--- config.mk ---
export PLATFORM = sky130hd
export DESIGN_NAME = uart_tx_scheduler
export DESIGN_NICKNAME = d
export VERILOG_FILES = /design/src/rtl/uart_tx_scheduler.sv
export SDC_FILE = /design/constraint.sdc
export NUM_CORES = 1
export LEC_CHECK = 0
export BUFFER_PORTS_ARGS = -buffer_cell sky130_fd_sc_hd__buf_4
export CAP_MARGIN = 20
export CORE_ASPECT_RATIO = 0.75
export CORE_MARGIN = 2
export CORE_UTILIZATION = 53
export DETAILED_ROUTE_END_ITERATION = 7
export GPL_TIMING_DRIVEN = 0
export PLACE_DENSITY = 0.94
export SYNTH_ARGS = -nofsm -noshare
export SYNTH_HDL_FRONTEND = slang
export SYNTH_SLANG_ARGS = --single-unit
--- constraint.sdc ---
create_clock -name clk -period 2.9 [get_ports clk]
set_input_delay 0.29 -clock clk [delete_from_list [all_inputs] [get_ports clk]]
set_output_delay 0.29 -clock clk [all_outputs]
set_load 0.02 [all_outputs]
--- src/rtl/uart_tx_scheduler.sv ---
// Round-robin sharing of one UART transmitter between two byte requesters,
// with a watchdog on the UART busy handshake.
module uart_tx_scheduler #(
    parameter int BUSY_TIMEOUT = 16
) (
    input  logic       clk,
    input  logic       rst,
    input  logic [1:0] req,
    input  logic [7:0] dat0,
    input  logic [7:0] dat1,
    output logic [1:0] ack,
    output logic [1:0] grant,
    output logic       err,
    output logic       idle,
    output logic       uart_wr,
    output logic [7:0] uart_dat,
    input  logic       uart_busy
);

    localparam int CW = $clog2(BUSY_TIMEOUT);
    localparam logic [CW-1:0] CNT_LAST = CW'(BUSY_TIMEOUT - 2);
    localparam logic [CW-1:0] CNT_MAX  = CW'(BUSY_TIMEOUT - 1);

    localparam logic [1:0] S_IDLE    = 2'd0;
    localparam logic [1:0] S_WRITE   = 2'd1;
    localparam logic [1:0] S_WAIT_HI = 2'd2;
    localparam logic [1:0] S_WAIT_LO = 2'd3;

    logic [1:0]    state;
    logic          last;
    logic [CW-1:0] cnt;
    logic [1:0]    elig;
    logic [1:0]    win;

    // The requester being acked this cycle still holds req; mask it.
    assign elig = req & ~ack;

    always_comb begin
        win = 2'b00;
        case (elig)
            2'b01:   win = 2'b01;
            2'b10:   win = 2'b10;
            2'b11:   win = last ? 2'b01 : 2'b10;
            default: win = 2'b00;
        endcase
    end

    always_ff @(posedge clk) begin
        if (rst) begin
            state    <= S_IDLE;
            ack      <= 2'b00;
            grant    <= 2'b00;
            err      <= 1'b0;
            idle     <= 1'b1;
            uart_wr  <= 1'b0;
            uart_dat <= 8'h00;
            last     <= 1'b1;
            cnt      <= '0;
        end else begin
            ack     <= 2'b00;
            err     <= 1'b0;
            uart_wr <= 1'b0;
            case (state)
                S_IDLE: begin
                    if (!uart_busy && win != 2'b00) begin
                        grant    <= win;
                        uart_dat <= win[1] ? dat1 : dat0;
                        last     <= win[1];
                        uart_wr  <= 1'b1;
                        idle     <= 1'b0;
                        state    <= S_WRITE;
                    end
                end
                S_WRITE: begin
                    cnt   <= '0;
                    state <= S_WAIT_HI;
                end
                S_WAIT_HI: begin
                    if (uart_busy) begin
                        state <= S_WAIT_LO;
                    end else if (cnt == CNT_LAST) begin
                        // Counter lands on BUSY_TIMEOUT-1 together with err.
                        cnt   <= CNT_MAX;
                        err   <= 1'b1;
                        grant <= 2'b00;
                        idle  <= 1'b1;
                        state <= S_IDLE;
                    end else begin
                        cnt <= cnt + CW'(1);
                    end
                end
                S_WAIT_LO: begin
                    if (!uart_busy) begin
                        ack   <= grant;
                        grant <= 2'b00;
                        idle  <= 1'b1;
                        state <= S_IDLE;
                    end
                end
                default: begin
                    grant <= 2'b00;
                    idle  <= 1'b1;
                    state <= S_IDLE;
                end
            endcase
        end
    end

endmodule

Word-level counts from Yosys, hierarchy flattened

Index checks and enable logic that the tools add are counted.

Register bits: 22
Input bits: 21
Output and inout bits: 15
Word-level logic and storage cells: 61

Add/subtract/negate cells: 1
Equality and inequality tests: 12
Mux-type cells: 21
Bitwise gates (word level): 5
Reduce and logical (&&, ||, !) cells: 13

Operator list:

| kind                                                            | count |
|---|---|
| 2-bit two-way mux                                               | 7 |
| 2-bit case mux with 3 select lines                              | 2 |
| 2-bit == test, second input constant                            | 4 |
| 4-bit two-way mux                                               | 2 |
| 8-bit two-way mux                                               | 1 |
| 2-bit != test, second input constant                            | 4 |
| 2-bit case mux with 4 select lines                              | 1 |
| 4-bit case mux with 2 select lines                              | 1 |
| 1-bit two-way mux                                               | 6 |
| 3-bit OR reduction                                              | 2 |
| 5-bit AND reduction                                             | 1 |
| 4-bit by 1-bit adder with 4-bit output, second input constant   | 1 |
| 2-bit by 1-bit == test with 1-bit output, second input constant | 2 |
| 4-bit == test, second input constant                            | 1 |
| 2-bit AND reduction                                             | 2 |
| 2-bit nonzero test                                              | 2 |
| 3-bit != test, second input constant                            | 1 |
| 1-bit NOT                                                       | 3 |
| 1-bit case mux with 3 select lines                              | 1 |
| 3-bit AND reduction                                             | 1 |
| 3-bit nonzero test                                              | 1 |
| 2-bit bitwise AND                                               | 1 |
| 2-bit logical NOT                                               | 1 |
| 2-bit NOT                                                       | 1 |
| 3 further kinds                                                 | 3 |

Longest topological paths before layout

Gate-level depths: netlist (run 1).

Depth in word-level cells: 8
Depth in mapped cells: 7
Depth with buffers taken out: 6

Worst setup path before layout (run 1)

OpenSTA, ideal clock, no wires.

Path type: register to register
Start: reg state[0]
End: reg last
Library setup time: 0.114 ns
Data arrival time: 1.317 ns
Data required time: 2.786 ns
Path slack: 1.469 ns
Cell stages (with the launch flop): 8
Path buffers: 1
Clock period less this slack: 1.431 ns
Cells stage by stage: dfxtp_1 inv_1 ha_1 inv_1 a211oi_4 buf_6 nand2_2 a21o_1

Cells in the longest elaborated chain, start to end: 2

Ends and longest elaborated chain:

| what                                 | line | RTL |
|---|---|---|
| start: declaration                   | 29   | `logic [1:0] state;` |
| start signal: assignment             | 50   | `state <= S_IDLE;` |
| start signal: assignment             | 71   | `state <= S_WRITE;` |
| start signal: assignment             | 76   | `state <= S_WAIT_HI;` |
| 2-bit logical NOT                    | 63   | `case (state)` |
| 2-bit AND reduction (no source line) | --   |  |
| end signal: assignment               | 68   | `last <= win[1];` |
| end: declaration                     | 30   | `logic last;` |

Every way passes these cells.
A chain may end at the register's enable or synchronous reset.

Worst setup path after layout (run 1)

Start: reg state[0]
End: reg cnt[0]

Cells in the longest elaborated chain, start to end: 3
Elaborated cells between the ends (all ways): 6
Classes of those cells: eq/ne (3); mux (1); reduce/logical (2)

Ends and longest elaborated chain:

| what                                                                      | line | RTL |
|---|---|---|
| 2-bit == test or 2-bit by 1-bit == test with 1-bit output (tied branches) | 63   |  |
| 2-bit != test (no source line) or 2-bit nonzero test (tied branches)      | --   |  |
| 2-bit AND reduction (no source line)                                      | --   |  |
| end signal: assignment                                                    | 89   | `cnt <= cnt + CW'(1);` |
| end: declaration                                                          | 31   | `logic [CW-1:0] cnt;` |

Parallel ways exist; a longest one is shown, timed or not.

==> results by group, run 1 <==
Finish
  • Filler cells: roughly 160
  • Number of diodes: 0
  • Commonest cells after routing, fill and taps aside: buf_4, dfxtp_1, nor2_1
  • Nets: ~180
  • Layout cells sized above 1: roughly 31%
  • Syn-to-layout area delta: 28.2%
  • Commonest non-fill, non-tap cell in the layout: buf_4

Logic synthesis
  • Seq/Total Area, Yosys: between 30% and 40%
  • Syn Std Cell Area: 1120 um2
  • Seq cells post-synth: 22
  • Post-synth cell types: 34
  • Mean Syn Cell Area: roughly 9.8 um2
  • Synth area leaders: dfxtp_1, mux2i_1, ha_1, a211oi_1, nor2_1
  • Post-synth net total: 142
  • Area leader, netlist: dfxtp_1
  • Cells after Synth: 114
  • Top-area cell type share of the netlist area: 39.4%
  • Yosys warns: 0

Status
  • Status: finished clean

Worst setup path
  • Crit path largest cell delay: 0.35 ns
  • Critical-path cell list: inv_1, ha_1, nor2b_1, nand2_1, a31oi_1, nor2_1
  • CP Launch Type: flip-flop
  • CP Class: flip-flop to flip-flop
  • Crit path max-delay cell type: dfxtp_1
  • Worst Path Max Fanout: 6
  • CP arrival: 1.85 ns
  • Crit path required time: 3.09 ns
  • Setup crit end kind: flip-flop

Routing
  • Final wirelength: 2.51 mm
  • DRT Pass-1 Iters: 4
  • Initial drt markers: 19
  • DR WL/cell: roughly 14 um
  • Vias per Instance: 5.59
  • Via count: 983
  • Post-DRT Antenna Nets: 0
  • DRC viols: 0

STA
  • Final setup fails: 0
  • Final period util: 57.3%
  • Post-Route Skew: 0.00156 ns
  • Max-slew violations: 0
  • Fmax: ~600 MHz
  • Max_slew headroom: 66.1%
  • Final Hold Viols: 0
  • RSZ-0062 raised after global routing: false
  • Final worst path period need: 1.66 ns
  • Final TNS setup: 0 ns
  • Worst Max-Slew Pin Slew: 0.509 ns
  • Worst Setup Slack, final: 1.24 ns

Clocking
  • TritonCTS clock tree: done
  • Number of H-tree levels: 1
  • Root Driver: clkbuf_4
  • Post_cts resized: 0
  • Skew-Pair Late Insertion Delay: 0.30 ns
  • # clock sinks: 22
  • # hold bufs at CTS: 0
  • Number of buffers created by CTS: 3
  • Worst-case clock buffer depth: 2
  • Clock slew at reported path FFs: about 0.11 ns
  • Post-CTS Setup Bufs: 0

Floorplan
  • Initial Util: between 50% and 60%
  • Die area: 2500 um2
  • # IOs: 36
  • Die Span X: 57.0 um
  • Die H: approximately 44 um
  • Core Area: around 2000 um2
  • Row Count: 14

Power
  • Lkg Pwr: 0.647 nW
  • VDD IR-drop max: 474 uV
  • Pwr/cell area: 616 nW/um2

Placement
  • Pre-CTS setup slack: 1.25 ns
  • Final HPWL DP: 1.96 mm
  • GP Congestion: roughly 0.8
  • Port Buffers: 35

Flow run
  • Max_cap viols: 0

Global routing
  • First-pass GRT wire length: between 3 and 4 mm
  • GR Overflow Total: 0
  • Initial antenna violation count: 0
  • Pin count of the biggest net entering global routing: 12
  • Number of global-route vias before repair: 920
  • Total GRT Usage: 20.9%

Hold path
  • Worst min path class: input port to flip-flop
-- metal layers --
layer	vias up	GRT usage (%)	share of wire (%)
met2	27	35.6	50
met4	0	6.05	0.92
met5	-	0	0
li1	486	-	-
met3	4	7.16	5.1
met1	466	25.5	44
-- cell usage after synthesis, drive strengths merged --
| master | n |
|---|---|
| o211ai | 2 |
| and3 | 1 |
| a21boi | 1 |
| o21a | 1 |
| buf | 2 |
| nand3b | 1 |
| nand3 | 3 |
| a21o | 2 |
| o21ai | 2 |
| a221oi | 1 |
| clkbuf | 2 |
| nor4bb | 2 |
| a31oi | 2 |
| ha | 7 |
| a211oi | 9 |
| a21oi | 3 |
| or2 | 1 |
| nor2b | 2 |
| dfxtp | 22 |
| inv | 6 |
| and2b | 1 |
| mux2i | 11 |
| nor3 | 3 |
| a22oi | 1 |
| a311oi | 1 |
| o221ai | 1 |
| nor2 | 13 |
| nand2b | 7 |
| o31ai | 1 |
| nand2 | 3 |
-- path summary, 6_finish.rpt --
kind	cells after the start	slack, ns	endpoint	from
max reg2reg	6	1.24	cnt[0]	state[0]
max	6	1.24	cnt[0]	state[0]
min	2	0.19	ack[0]	rst
min reg2reg	1	0.50	ack[1]	grant[1]
-- power breakdown --
group          internal, mW  leakage, nW  switching [mW]
sequential            0.350        0.180          0.0309
combinational         0.163        0.453           0.203
clock                0.0485       0.0138          0.0864
-- cell families (layout without fill, tap and decap cells) --
kind of cell	after synthesis	in the layout	synth area share, %
AO/OA/AOI/OAI	27	27	19.3
AND/OR/NAND/NOR	37	37	18.9
buffers and inverters	10	48	4.70
adder cells (fa/ha/maj)	7	7	7.84
flip-flops	22	22	39.4
multiplexers	11	11	9.85
-- through the flow --
step / utilization, % / std cells / hold slack (ns) / cell area [um2] / power (mW)
3_3_place_gp: 70.6 / 173 / 0.472 / 1410 / 0.737
4_1_cts: 71.7 / 176 / 0.178 / 1430 / 0.883
5_1_grt: 71.7 / 176 / 0.174 / 1430 / 0.936
6_report: 71.7 / 176 / 0.187 / 1430 / 0.883
3_5_place_dp: 70.6 / 173 / 0.474 / 1410 / 0.751
2_1_floorplan: - / 114 / 0.366 / 1120 / 0.629
-- state kept, by name, summed over array words and instances, names as in the netlist --
| name | cells |
|---|---|
| ack | 2 |
| cnt | 4 |
| err | 1 |
| grant | 2 |
| idle | 1 |
| last | 1 |
| state | 2 |
| uart_dat | 8 |
| uart_wr | 1 |
-- worst max-delay path: cells and delay by family, from the launching register on --
kind | cells | cell delay (ns)
adders and majority gates | 1 | 0.30
AOI/OAI and AO/OA | 1 | 0.20
DFF | 1 | 0.35
and+or+nand+nor | 3 | 0.56
buffers and inverters | 1 | 0.14
-- area by class of cell --
| cell class | instances | area [um2] | area share, % |
|---|---|---|---|
| inverters | 6 | 22.5 | 1.57 |
| clock buffers | 3 | 22.5 | 1.57 |
| flip-flops and latches | 22 | 440 | 30.7 |
| well taps | 24 | 30.0 | 2.10 |
| repair buffers | 35 | 263 | 18.3 |
| plain buffers | 4 | 30.0 | 2.10 |
| multi-input cells | 82 | 624 | 43.6 |
Power figures use the tool's default switching activity.
==> run 2, diff against run 1 <==
--- a/config.mk
+++ b/config.mk
@@ -5,14 +5,15 @@
 export SDC_FILE = /design/constraint.sdc
 export NUM_CORES = 1
 export LEC_CHECK = 0
+export ABC_AREA = 1
 export BUFFER_PORTS_ARGS = -buffer_cell sky130_fd_sc_hd__buf_4
 export CAP_MARGIN = 20
 export CORE_ASPECT_RATIO = 0.75
 export CORE_MARGIN = 2
-export CORE_UTILIZATION = 53
+export CORE_UTILIZATION = 50
 export DETAILED_ROUTE_END_ITERATION = 7
 export GPL_TIMING_DRIVEN = 0
-export PLACE_DENSITY = 0.94
+export PLACE_DENSITY = 0.89
 export SYNTH_ARGS = -nofsm -noshare
 export SYNTH_HDL_FRONTEND = slang
 export SYNTH_SLANG_ARGS = --single-unit
==> constraint.sdc (replaced) <==
create_clock -name clk -period 1.7 [get_ports clk]
set_input_delay 0.17 -clock clk [delete_from_list [all_inputs] [get_ports clk]]
set_output_delay 0.17 -clock clk [all_outputs]
set_load 0.02 [all_outputs]
==> run 2 against run 1 <==
Cell area up 8.9%. Setup slack worse by 1.0 ns. Die area up 15%. Via count up 19%. Global-route usage down 0.89 points. Clock-buffer cell count up 1. Clock power up 110%. Utilization down 4.2 points. Flip-flop and latch count unchanged. Cell count up 40%. Critical path type unchanged. Critical endpoint is now grant[1]. Highest routed layer unchanged.
==> results by group, run 2 <==
Floorplan
  • Initial Util: 53.1% (was 56.0%)
  • Core Area: 2310 um2 (was 2000 um2)
  • Die Span X: 61.2 um (was 57.0 um)
  • # IOs: 36 (unchanged)
  • Die H: 46.9 um (was 43.8 um)
  • Die area: 2870 um2 (was 2500 um2)
  • Row Count: 15 (was 14)

Routing
  • Final wirelength: 2.65 mm (was 2.51 mm)
  • DRT Pass-1 Iters: 4 (unchanged)
  • Via count: 1166 (was 983)
  • Initial drt markers: 41 (was 19)
  • Post-DRT Antenna Nets: 0 (unchanged)
  • Vias per Instance: 4.74 (was 5.59)
  • DRC viols: 0 (unchanged)
  • DR WL/cell: 10.8 um (was 14.3 um)

Clocking
  • Post_cts resized: 0 (unchanged)
  • Skew-Pair Late Insertion Delay: 0.31 ns (was 0.30 ns)
  • Root Driver: clkbuf_4 (unchanged)
  • # hold bufs at CTS: 0 (unchanged)
  • TritonCTS clock tree: done (unchanged)
  • Number of buffers created by CTS: 3 (unchanged)
  • Worst-case clock buffer depth: 2 (unchanged)
  • # clock sinks: 22 (unchanged)
  • Clock slew at reported path FFs: 0.11 ns (about the same)
  • Post-CTS Setup Bufs: 0 (unchanged)
  • Number of H-tree levels: 1 (unchanged)

Logic synthesis
  • Cells after Synth: 174 (was 114)
  • Asr flop ratio synth: 0% (unchanged)
  • Seq cells post-synth: 22 (unchanged)
  • Top-area cell type share of the netlist area: 35.9% (was 39.4%)
  • Most frequent cell after synthesis: nand2_1 (was dfxtp_1)
  • Post-synth net total: 202 (was 142)
  • Mean Syn Cell Area: 7.05 um2 (was 9.80 um2)
  • Area leader, netlist: dfxtp_1 (unchanged)
  • Post-synth EDFFs: 0 (unchanged)
  • Seq/Total Area, Yosys: 35.9% (was 39.4%)
  • Synth cell count leaders: nand2_1, inv_1, dfxtp_1 (was dfxtp_1, nor2_1, mux2i_1)
  • Post-synth cell types: 25 (was 34)
  • Syn Std Cell Area: 1230 um2 (was 1120 um2)
  • Yosys warns: 0 (unchanged)
  • Synth area leaders: dfxtp_1, nand2_1, inv_1, nand3_1, ha_1 (was dfxtp_1, mux2i_1, ha_1, a211oi_1, nor2_1)
  • Ys flop type: dfxtp_1 (unchanged)

STA
  • WHS: 0.132 ns (was 0.187 ns)
  • Max-slew violations: 0 (unchanged)
  • Max_slew headroom: 83.1% (was 66.1%)
  • Final worst path period need: 1.51 ns (was 1.66 ns)
  • Fmax: 663 MHz (was 602 MHz)
  • Worst Setup Slack, final: 0.192 ns (was 1.24 ns)
  • RSZ-0062 raised after global routing: false (unchanged)
  • Worst Max-Slew Pin Slew: 0.252 ns (was 0.509 ns)
  • Final Hold Viols: 0 (unchanged)
  • Final setup fails: 0 (unchanged)
  • Final period util: 88.7% (was 57.3%)
  • Final TNS setup: 0 ns (unchanged)
  • Post-Route Skew: 0.00523 ns (was 0.00156 ns)

Global routing
  • Initial antenna violation count: 0 (unchanged)
  • Total GRT Usage: 20.0% (was 20.9%)
  • First-pass GRT wire length: 4.21 mm (was 3.99 mm)
  • GR Overflow Total: 0 (unchanged)
  • Pin count of the biggest net entering global routing: 13 (was 12)
  • Number of global-route vias before repair: 970 (was 920)

Hold path
  • Worst min path class: input port to flip-flop (unchanged)
  • HP Start: rst (unchanged)

Power
  • Clock group share of total power: 17.6% (was 15.3%)
  • P_sw: 0.606 mW (was 0.321 mW)
  • Register share of total power: 39.9% (was 43.2%)
  • Internal: 1.00 mW (was 0.562 mW)
  • Logic pwr share: 42.4% (was 41.5%)
  • VDD IR-drop max: 698 uV (was 474 uV)
  • Lkg Pwr: 0.803 nW (was 0.647 nW)
  • Sw Share: 37.6% (was 36.3%)
  • Pwr/cell area: 1030 nW/um2 (was 616 nW/um2)

Worst setup path
  • CP Launch Type: flip-flop (unchanged)
  • Flop2flop setup slack: 0.19 ns (was 1.24 ns)
  • Crit. Startpoint: state[0] (unchanged)
  • Worst Path Max Fanout: 5 (was 6)
  • FF-to-FF Start: state[0] (unchanged)
  • CP Class: flip-flop to flip-flop (unchanged)
  • Setup crit end kind: flip-flop (unchanged)
  • Crit path required time: 1.91 ns (was 3.09 ns)
  • CP arrival: 1.72 ns (was 1.85 ns)

Finish
  • Number of diodes: 0 (unchanged)
  • Largest register by flop count: uart_dat (unchanged)
  • Commonest cells after routing, fill and taps aside: nand2_1, buf_4, inv_1 (was buf_4, dfxtp_1, nor2_1)
  • Max reg flops: 8 (unchanged)
  • Syn-to-layout area delta: 27.2% (was 28.2%)
  • Post-layout util: 67.6% (was 71.7%)
  • Layout cells sized above 1: 26.9% (was 30.9%)
  • Fin area: 1560 um2 (was 1430 um2)
  • Biggest regs: uart_dat x8, cnt x4 (unchanged)
  • Commonest non-fill, non-tap cell in the layout: nand2_1 (was buf_4)
  • Nets: 241 (was 182)

Placement
  • GP Congestion: 0.804 (was 0.801)
  • Placed cell area: 1520 um2 (was 1410 um2)
  • Pre-CTS setup slack: 0.220 ns (was 1.25 ns)
  • Final HPWL DP: 2.00 mm (was 1.96 mm)
  • Port Buffers: 34 (was 35)

Flow run
  • Max_cap viols: 0 (unchanged)

Status
  • Status: finished clean (unchanged)
[run 2: metal layers]
layer | global-route usage, % | vias to the layer above | share of wire (%)
li1 | - | 621 | -
met1 | 28.3 | 508 | 47
met2 | 30.6 | 33 | 46
met3 | 5.79 | 4 | 5.4
met4 | 4.35 | 0 | 1.0
met5 | 0 | - | 0
[run 2: critical path, stage by stage, from the launching register on]
cell and delay, ns:
dfxtp_1 0.40, inv_1 0.12, ha_1 0.30, or2_2 0.30, nand2_4 0.10, nand3_1 0.09
nand2_1 0.08, nor2_2 0.03
[run 2: cell type report]
| type | instances | area [um2] |
|---|---|---|
| sequential | 22 | 440 |
| tap | 34 | 42.5 |
| clock buffer | 4 | 36.3 |
| inverter | 33 | 124 |
| fill | 212 | 748 |
| timing repair buffer | 34 | 255 |
| buffer | 3 | 32.5 |
| multi-input combinational | 116 | 629 |
[run 2: through the flow]
step / cells / total power [mW]
6_report: 246 / 1.61
5_1_grt: 246 / 1.74
4_1_cts: 246 / 1.62
3_5_place_dp: 242 / 1.33
3_3_place_gp: 242 / 1.32
2_1_floorplan: 174 / 1.12
[run 2: cell families after synthesis]
| kind of cell | Yosys count | synth area share (%) |
|---|---|---|
| buf+inv | 36 | 12.8 |
| fa+ha+maj | 7 | 7.14 |
| compound gates | 23 | 10.4 |
| simple gates | 86 | 33.8 |
| flops | 22 | 35.9 |
[run 2: power by group through the flow]
stage                     logic, mW  clock network (mW)  registers [mW]
after floorplan               0.399                   0           0.724
after global placement        0.666                   0           0.651
after detailed placement      0.677                   0           0.655
after CTS                     0.684               0.295           0.643
after global routing          0.761               0.321           0.654
final                         0.683               0.284           0.643
[run 2: path summary, 6_finish.rpt]
| path | to | cells after the start |
|---|---|---|
| setup / recovery | grant[1] | 7 |
| hold / removal | last | 3 |
| setup reg to reg | grant[1] | 7 |
| hold reg to reg | ack[0] | 2 |
